`src/rtl/regfile_pkg.sv`:
```
// Shared types and default sizes for the register-file sequencer and its ALU.
package regfile_pkg;

  localparam int unsigned DEF_WIDTH = 16;
  localparam int unsigned DEF_IDX_W = 3;

  typedef enum logic [1:0] {
    IDLE  = 2'd0,
    READ  = 2'd1,
    EXEC  = 2'd2,
    WRITE = 2'd3
  } state_t;

  typedef enum logic [2:0] {
    OP_ADD   = 3'b000,
    OP_SUB   = 3'b001,
    OP_AND   = 3'b010,
    OP_OR    = 3'b011,
    OP_XOR   = 3'b100,
    OP_SHL   = 3'b101,
    OP_LOADI = 3'b110,
    OP_NOP   = 3'b111
  } op_t;

endpackage

```
`src/rtl/seq_alu.sv`:
```
// Combinational ALU for the sequencer. All results are taken modulo 2^WIDTH.
module seq_alu
  import regfile_pkg::*;
#(
  parameter int unsigned WIDTH = DEF_WIDTH
) (
  input  logic [2:0]       op,
  input  logic [WIDTH-1:0] a,
  input  logic [WIDTH-1:0] b,
  input  logic [WIDTH-1:0] imm,
  output logic [WIDTH-1:0] y
);

  always_comb begin
    y = '0;
    case (op_t'(op))
      OP_ADD:   y = a + b;
      OP_SUB:   y = a - b;
      OP_AND:   y = a & b;
      OP_OR:    y = a | b;
      OP_XOR:   y = a ^ b;
      OP_SHL:   y = a << b[3:0];
      OP_LOADI: y = imm;
      default:  y = '0;
    endcase
  end

endmodule

```
`src/rtl/regfile_sequencer.sv`:
```
// Sequences one three-operand instruction at a time against a 2R/1W register
// file: latch, read operands, execute, write back (4 cycles per instruction).
module regfile_sequencer
  import regfile_pkg::*;
#(
  parameter int unsigned WIDTH = DEF_WIDTH,
  parameter int unsigned IDX_W = DEF_IDX_W
) (
  input  logic             clk,
  input  logic             rst_n,
  input  logic             instr_valid,
  output logic             instr_ready,
  input  logic [2:0]       instr_op,
  input  logic [IDX_W-1:0] instr_rd,
  input  logic [IDX_W-1:0] instr_rs,
  input  logic [IDX_W-1:0] instr_rt,
  input  logic [WIDTH-1:0] instr_imm,
  output logic [IDX_W-1:0] a_index,
  output logic [IDX_W-1:0] b_index,
  input  logic [WIDTH-1:0] a_output,
  input  logic [WIDTH-1:0] b_output,
  output logic [IDX_W-1:0] c_index,
  output logic             we,
  output logic [WIDTH-1:0] d_input,
  output logic             done,
  output logic [WIDTH-1:0] result,
  output logic             zero
);

  state_t           state_q, state_d;
  op_t              op_q, op_d;
  logic [IDX_W-1:0] rd_q, rd_d;
  logic [WIDTH-1:0] imm_q, imm_d;
  logic [IDX_W-1:0] a_index_q, a_index_d;
  logic [IDX_W-1:0] b_index_q, b_index_d;
  logic [WIDTH-1:0] opa_q, opa_d;
  logic [WIDTH-1:0] opb_q, opb_d;
  logic [IDX_W-1:0] c_index_q, c_index_d;
  logic [WIDTH-1:0] d_input_q, d_input_d;
  logic [WIDTH-1:0] result_q, result_d;
  logic             zero_q, zero_d;
  logic [WIDTH-1:0] alu_y;

  seq_alu #(.WIDTH(WIDTH)) u_alu (
    .op  (op_q),
    .a   (opa_q),
    .b   (opb_q),
    .imm (imm_q),
    .y   (alu_y)
  );

  // Read indices double as the rs/rt latches: loaded at the handshake so the
  // combinational register-file read is already valid throughout READ.
  // d_input_q is the registered ALU result for the write-back cycle.
  always_comb begin
    state_d   = state_q;
    op_d      = op_q;
    rd_d      = rd_q;
    imm_d     = imm_q;
    a_index_d = a_index_q;
    b_index_d = b_index_q;
    opa_d     = opa_q;
    opb_d     = opb_q;
    c_index_d = c_index_q;
    d_input_d = d_input_q;
    result_d  = result_q;
    zero_d    = zero_q;
    case (state_q)
      IDLE: begin
        if (instr_valid) begin
          op_d      = op_t'(instr_op);
          rd_d      = instr_rd;
          imm_d     = instr_imm;
          a_index_d = instr_rs;
          b_index_d = instr_rt;
          state_d   = READ;
        end
      end
      READ: begin
        opa_d   = a_output;
        opb_d   = b_output;
        state_d = EXEC;
      end
      EXEC: begin
        c_index_d = rd_q;
        d_input_d = alu_y;
        state_d   = WRITE;
      end
      WRITE: begin
        if (op_q != OP_NOP) begin
          result_d = d_input_q;
          zero_d   = (d_input_q == '0);
        end
        state_d = IDLE;
      end
      default: state_d = IDLE;
    endcase
  end

  always_ff @(posedge clk or negedge rst_n) begin
    if (!rst_n) begin
      state_q   <= IDLE;
      op_q      <= OP_ADD;
      rd_q      <= '0;
      imm_q     <= '0;
      a_index_q <= '0;
      b_index_q <= '0;
      opa_q     <= '0;
      opb_q     <= '0;
      c_index_q <= '0;
      d_input_q <= '0;
      result_q  <= '0;
      zero_q    <= 1'b1;
    end else begin
      state_q   <= state_d;
      op_q      <= op_d;
      rd_q      <= rd_d;
      imm_q     <= imm_d;
      a_index_q <= a_index_d;
      b_index_q <= b_index_d;
      opa_q     <= opa_d;
      opb_q     <= opb_d;
      c_index_q <= c_index_d;
      d_input_q <= d_input_d;
      result_q  <= result_d;
      zero_q    <= zero_d;
    end
  end

  assign instr_ready = (state_q == IDLE);
  assign done        = (state_q == WRITE);
  assign we          = (state_q == WRITE) && (op_q != OP_NOP);
  assign a_index     = a_index_q;
  assign b_index     = b_index_q;
  assign c_index     = c_index_q;
  assign d_input     = d_input_q;
  assign result      = result_q;
  assign zero        = zero_q;

endmodule

```
`config.mk`:
```
export PLATFORM = sky130hd
export DESIGN_NAME = regfile_sequencer
export DESIGN_NICKNAME = d
export VERILOG_FILES = /design/src/rtl/regfile_pkg.sv /design/src/rtl/seq_alu.sv /design/src/rtl/regfile_sequencer.sv
export SDC_FILE = /design/constraint.sdc
export NUM_CORES = 1
export LEC_CHECK = 0
export ABC_CLOCK_PERIOD_IN_PS = 8100
export BUFFER_PORTS_ARGS = -buffer_cell sky130_fd_sc_hd__clkbuf_2
export CELL_PAD_IN_SITES_DETAIL_PLACEMENT = 1
export CELL_PAD_IN_SITES_GLOBAL_PLACEMENT = 1
export CORE_MARGIN = 8
export CORE_UTILIZATION = 48
export DETAILED_ROUTE_END_ITERATION = 8
export GPL_TIMING_DRIVEN = 0
export HOLD_SLACK_MARGIN = 0.02
export PLACE_DENSITY_LB_ADDON = 0.15
export SYNTH_ARGS = -nofsm -noshare
export SYNTH_HDL_FRONTEND = slang
export SYNTH_SLANG_ARGS = --single-unit
```
`constraint.sdc`:
```
create_clock -name clk -period 8.1 [get_ports clk]
set_input_delay 0.81 -clock clk [delete_from_list [all_inputs] [get_ports clk]]
set_output_delay 0.81 -clock clk [all_outputs]
set_load 0.05 [all_outputs]
```
---- Yosys cells after proc, flatten, opt, wreduce, memory -nomap -nowiden ----
Index checks and enable logic that the tools add are counted.
word-level totals
  register bits after elaboration ......... 98
  logic and storage cells ................. 38
  bits of input ports ..................... 63
operators by class
  reductions and logical operators ........ 6
  equal/unequal tests ..................... 11
  bitwise operators ....................... 3
  muxes and demuxes ....................... 3
  shifts and indexed selects .............. 1
  $add $sub $neg .......................... 2
operators by type and width
  cell                                            number
  one-hot mux 16 bit (7 select lines)             1
  adder 16 bit                                    1
  AND 16 bit                                      1
  zero test 16 bit                                1
  bitwise OR 16 bit                               1
  << shifter 16 x 4 -> 16 bit                     1
  subtractor 16 bit                               1
  XOR 16 bit                                      1
  == test 3 bit (second input constant)           3
  one-hot mux 2 bit (4 select lines)              1
  == test 3 x 2 -> 1 bit (second input constant)  2
  == test 2 bit (second input constant)           2
  AND reduction 2 bit                             2
  == test 3 x 1 -> 1 bit (second input constant)  1
  zero test 3 bit                                 1
  inequality test 3 bit (second input constant)   1
  == test 2 x 1 -> 1 bit (second input constant)  1
  zero test 2 bit                                 1
  two-way mux 2 bit                               1
  inequality test 2 bit (second input constant)   1
  logical AND 1 bit                               1

---- Longest topological paths before layout ----
  depth after elaboration ................. 2
  depth in mapped cells ................... 15

---- Cells and area by module ----
Synthesis repeated with hierarchy kept, for this count alone.
unflattened totals
  cell total of the unflattened synthesis .. 633
  area total of the unflattened synthesis .. 6841.6 µm²
by module, submodules not included
  module             area each (µm²)  cells an instance  times used  sequential area each (µm²)
  regfile_sequencer  3913.8           224                1           2453.6
  seq_alu            2927.8           409                1           0.0

---- Worst setup path after synthesis ----
Ideal clock, no wire load.
  path kind ............................... register -> register
  start ................................... register opb_q[1]
  end ..................................... register d_input_q[15], in the netlist d_input[15]
  slack ................................... 5.015 ns
  cell stages (with the launch flop) ...... 16
  path buffers ............................ 3
  period minus slack after synthesis ...... 3.085 ns
  arrival ................................. 2.943 ns
  cells stage by stage .................... dfrtp_1 -> buf_6 -> buf_2 -> buf_2 -> inv_1 -> ha_1 -> nand3_1 -> o41ai_1 -> xnor2_1 -> ha_1 -> a21o_1 -> a211o_1 -> o22a_1 -> o31a_1 -> xnor2_1 -> o21ai_0
between the ends
  longest elaborated chain between the ends .. 2
RTL lines
  element                                    line                      source
  start: declaration                         regfile_sequencer.sv:37   logic [WIDTH-1:0] opb_q, opb_d;
  start signal: assignment                   regfile_sequencer.sv:122  opb_q <= opb_d;
  subtractor 16 bit (tied with other cells)  seq_alu.sv:18             OP_SUB: y = a - b;
  one-hot mux 16 bit (7 select lines) *      seq_alu.sv:16             case (op_t'(op))
  end signal: assignment                     regfile_sequencer.sv:124  d_input_q <= d_input_d;
  end: declaration                           regfile_sequencer.sv:39   logic [WIDTH-1:0] d_input_q, d_input_d;
Mark *: on every way between the ends. The rest lies on a longest branch, timed or not.
A chain may end at the register's enable or synchronous reset.

---- Final worst setup path ----
  start ................................... register op_q[2]
  end ..................................... register d_input_q[15], in the netlist d_input[15]
between the ends
  longest elaborated chain between the ends .. 2
RTL lines
  element                                line                      source
  start: declaration                     regfile_sequencer.sv:31   op_t op_q, op_d;
  start signal: assignment               regfile_sequencer.sv:116  op_q <= op_d;
  == test 3 bit (tied with other cells)  seq_alu.sv:16
  one-hot mux 16 bit (7 select lines) *  seq_alu.sv:16
Marks and branches as above.

==> results_tabular.tex <==
\begin{tabular}{lr}
\hline
Metric & Value \\
\hline
\multicolumn{2}{l}{\textbf{Flow run}} \\
Max-Cap Viols & 0 \\
\multicolumn{2}{l}{\textbf{STA}} \\
Fmax & 0.241 GHz \\
Period Utilization, post-route & 51.2\% \\
Tightest Pin Transition & 827 ps \\
Relative slew slack & 44.9\% \\
Hold\_ws & 498 ps \\
Setup-failing EPs final & 0 \\
Max-slew violation count & 0 \\
Worst Skew & 8.06 ps \\
Final Hold Vio Count & 0 \\
Final critical-path required period & 4150 ps \\
Setup repair after global routing missed its margin & false \\
Setup TNS & 0 ps \\
\multicolumn{2}{l}{\textbf{Synthesis}} \\
Area share of the largest cell type after synthesis & 37.5\% \\
Count of yosys warnings during synthesis & 0 \\
Number of standard cells after synthesis & 644 \\
Proportion of synthesized chip area in sequential cells & 37.9\% \\
Cells taking the most area after synthesis & dfrtp\_1 37\%, ha\_1 10\%, mux2\_2 8.5\% \\
Number of distinct library cells after synthesis & 65 \\
Mean post-synth cell area & 10.1 sq um \\
Cell with the most instances after synthesis & dfrtp\_1 \\
Post-synth ARST share & 100\% \\
Flop and latch count out of synthesis & 98 \\
Number of enable flip-flop cells after synthesis & 0 \\
Cell Area, Synth & 6480 sq um \\
List of most frequent post-synthesis cells & 97 x dfrtp\_1, 67 x nand2\_1, 66 x o21ai\_0 \\
Flip-flop cell with the highest count after synthesis & dfrtp\_1 \\
Library cell occupying the most area in the post-synthesis netlist & dfrtp\_1 \\
Nets in the synthesized netlist & 761 \\
\multicolumn{2}{l}{\textbf{Setup path}} \\
Slowest cell on the critical path & nor2\_1 \\
Crit start category & flop \\
Critical path peak fanout & 10 \\
Dominant delay contributor by cell family on the critical path & compound AO/OA/AOI/OAI gates \\
Nature of the critical path endpoint & flop \\
Arrival time at the worst endpoint & 4370 ps \\
Crit path largest cell delay & 530 ps \\
Launching instance or port of the critical path & op\_q[2]\$\_DFFE\_PN0P\_ \\
Capture point of the worst path & d\_input[15]\$\_DFFE\_PN0P\_ \\
Slack of the worst reg-to-reg path & 3950 ps \\
Number of gates on the worst path with buffers counted & 12 \\
Required time at the worst-slack endpoint & 8320 ps \\
Cell mode on critical path & o21ai\_0 \\
Crit Reg-Reg Startpoint & op\_q[2]\$\_DFFE\_PN0P\_ \\
Crit path cell chain & buf\_2, nor2\_1, nand2\_1, o21ai\_0, inv\_1, ha\_1, nor2b\_1, o31ai\_1, a211oi\_1, o31a\_1, xnor2\_1, o21ai\_0 \\
Depth of the most critical reg-to-reg path & 12 \\
Combined buffer and inverter count along the critical path & 2 \\
Critical setup path kind & flop to flop \\
Worst reg2reg endpoint & d\_input[15]\$\_DFFE\_PN0P\_ \\
\multicolumn{2}{l}{\textbf{Final layout}} \\
Total Nets Final & 880 \\
ANT cells & 0 \\
Share of final-layout standard cells stronger than drive strength 1 & 26.2\% \\
Post-Layout Inst Area & 7580 sq um \\
Area delta synth->final & 17.0\% \\
Final core area utilization & 57.5\% \\
\multicolumn{2}{l}{\textbf{Status}} \\
Status & completed \\
\multicolumn{2}{l}{\textbf{Clock tree}} \\
Later-pin clock latency in the skew report & 360 ps \\
CTS buffer count & 9 \\
Count of cells resized by post-cts repair & 0 \\
Clock tree from TritonCTS & done \\
\# H-tree levels & 3 \\
Buffer type at the clock tree root & clkbuf\_16 \\
Maximum clock insertion buffer count & 2 \\
Post-CTS Hold Buffers & 0 \\
Sink Count & 98 \\
Number of post-CTS setup repair buffers & 0 \\
Clock slew seen by the registers of the worst setup and hold paths & 70 ps \\
\multicolumn{2}{l}{\textbf{Drt}} \\
Number of vias in the routed layout & 5,693 \\
Post-route antenna net violation count & 0 \\
Number of DRC violations after detailed-routing iteration 0 & 375 \\
Number of search-and-repair iterations in the first detailed-routing pass & 5 \\
Aggregate routed wire length & 23,700 um \\
Average via count per standard cell & 6.03 \\
Average wire per standard cell & 25.1 um \\
Detailed-route DRC error count & 0 \\
\multicolumn{2}{l}{\textbf{Place}} \\
Post-placement cell area & 7270 sq um \\
Total half-perimeter wirelength after legalization and detailed placement & 18,500 um \\
Port Buffer Count & 107 \\
Global placer's final weighted congestion & 0.915 \\
\multicolumn{2}{l}{\textbf{Floorplanning}} \\
Core area & 13,200 sq um \\
X dimension of the die & 132 um \\
IO Pins & 108 \\
Std-Cell Rows & 42 \\
Die H & 132 um \\
Die ar. & 17,500 sq um \\
Initial standard-cell utilization of the core & 49.1\% \\
\multicolumn{2}{l}{\textbf{GRT}} \\
Number of antenna violations at the first check in global routing & 0 \\
Pin count of the biggest net entering global routing & 52 \\
Global-route total usage across every layer & 27.0\% \\
Global-route wire length before repair & 36,800 um \\
Vias in the first global route & 6,198 \\
Remaining global-route overflow & 0 \\
\multicolumn{2}{l}{\textbf{Worst hold path}} \\
Worst min-delay path class & flop to flop \\
\hline
\end{tabular}
worst register-to-register path, cell delays in order (launching register included):
cell and delay [ps]:
dfrtp_1 380, buf_2 200, nor2_1 530, nand2_1 410, o21ai_0 520, inv_1 100
ha_1 280, nor2b_1 150, o31ai_1 480, a211oi_1 270, o31a_1 360, xnor2_1 220
o21ai_0 100
metal layers:
metal | track usage, % | part of all wire, % | vias up
met5 | 0 | 0 | -
met4 | 8.14 | 2.1 | 0
met3 | 6.17 | 6.7 | 40
met2 | 44.8 | 48 | 232
met1 | 34.4 | 44 | 2847
li1 | - | - | 2574
through the flow:
step | cells | setup slack (ps)
floorplan | 644 | 5010
global placement | 927 | 4070
detailed placement | 928 | 4070
CTS | 944 | 4010
global route | 944 | 3820
finish | 944 | 3950
registers in the layout (all words and copies together), names as in the netlist:
name and count:
result 16, opa_q 16, b_index 3, imm_q 16
opb_q 16, zero 1, state_q 2, op_q 3
rd_q 3, a_index 3, c_index 3, d_input 16
cell type report:
class	instances	area (sq um)
Tap cell	176	220
Clock buffer	13	270
Timing Repair Buffer	108	566
Sequential cell	98	2450
Fill cell	1515	5610
Clock inverter	3	46.3
Multi-Input combinational cell	472	3700
Inverter	40	150
Buffer	34	180
how the worst min path moves through the flow:
stage	start	end	slack [ps]	cells past startpoint
2_1_floorplan	rd_q[0]$_DFFE_PN0P_	c_index[0]$_DFFE_PN0P_	470	1
3_3_place_gp	result[7]$_DFFE_PN0P_	result[7]$_DFFE_PN0P_	460	2
3_5_place_dp	zero$_DFFE_PN1P_	zero$_DFFE_PN1P_	490	2
4_1_cts	zero$_DFFE_PN1P_	zero$_DFFE_PN1P_	500	2
5_1_grt	b_index[0]$_DFFE_PN0P_	b_index[0]$_DFFE_PN0P_	530	1
6_report	zero$_DFFE_PN1P_	zero$_DFFE_PN1P_	500	2
cell families after synthesis:
logic type                 count (synthesis)  share of synthesized area, %
adders and majority gates                 54                          10.5
DFF                                       98                          37.9
buffers and inverters                     74                          5.10
AOI/OAI and AO/OA                        172                          17.1
and+or+nand+nor                          134                          9.75
muxes                                     84                          15.9
xor gates and xnor gates                  28                          3.78
cells in the final DEF, fill, tap and decap left out, types with 7 or more instances in the layout:
cell and count:
nand2_1 67, xnor2_1 25, o21ai_0 66, buf_2 9, inv_1 39, a22oi_1 7
a21oi_1 27, clkbuf_16 9, mux2i_1 26, clkbuf_2 106, nand3_1 8, nor2_1 23
dfrtp_1 97, ha_1 53, o22ai_1 14, mux2_2 49, clkbuf_1 18
Power is not shown: default switching activity piles up to over one toggle a cycle in this logic, so the estimate is an artifact.
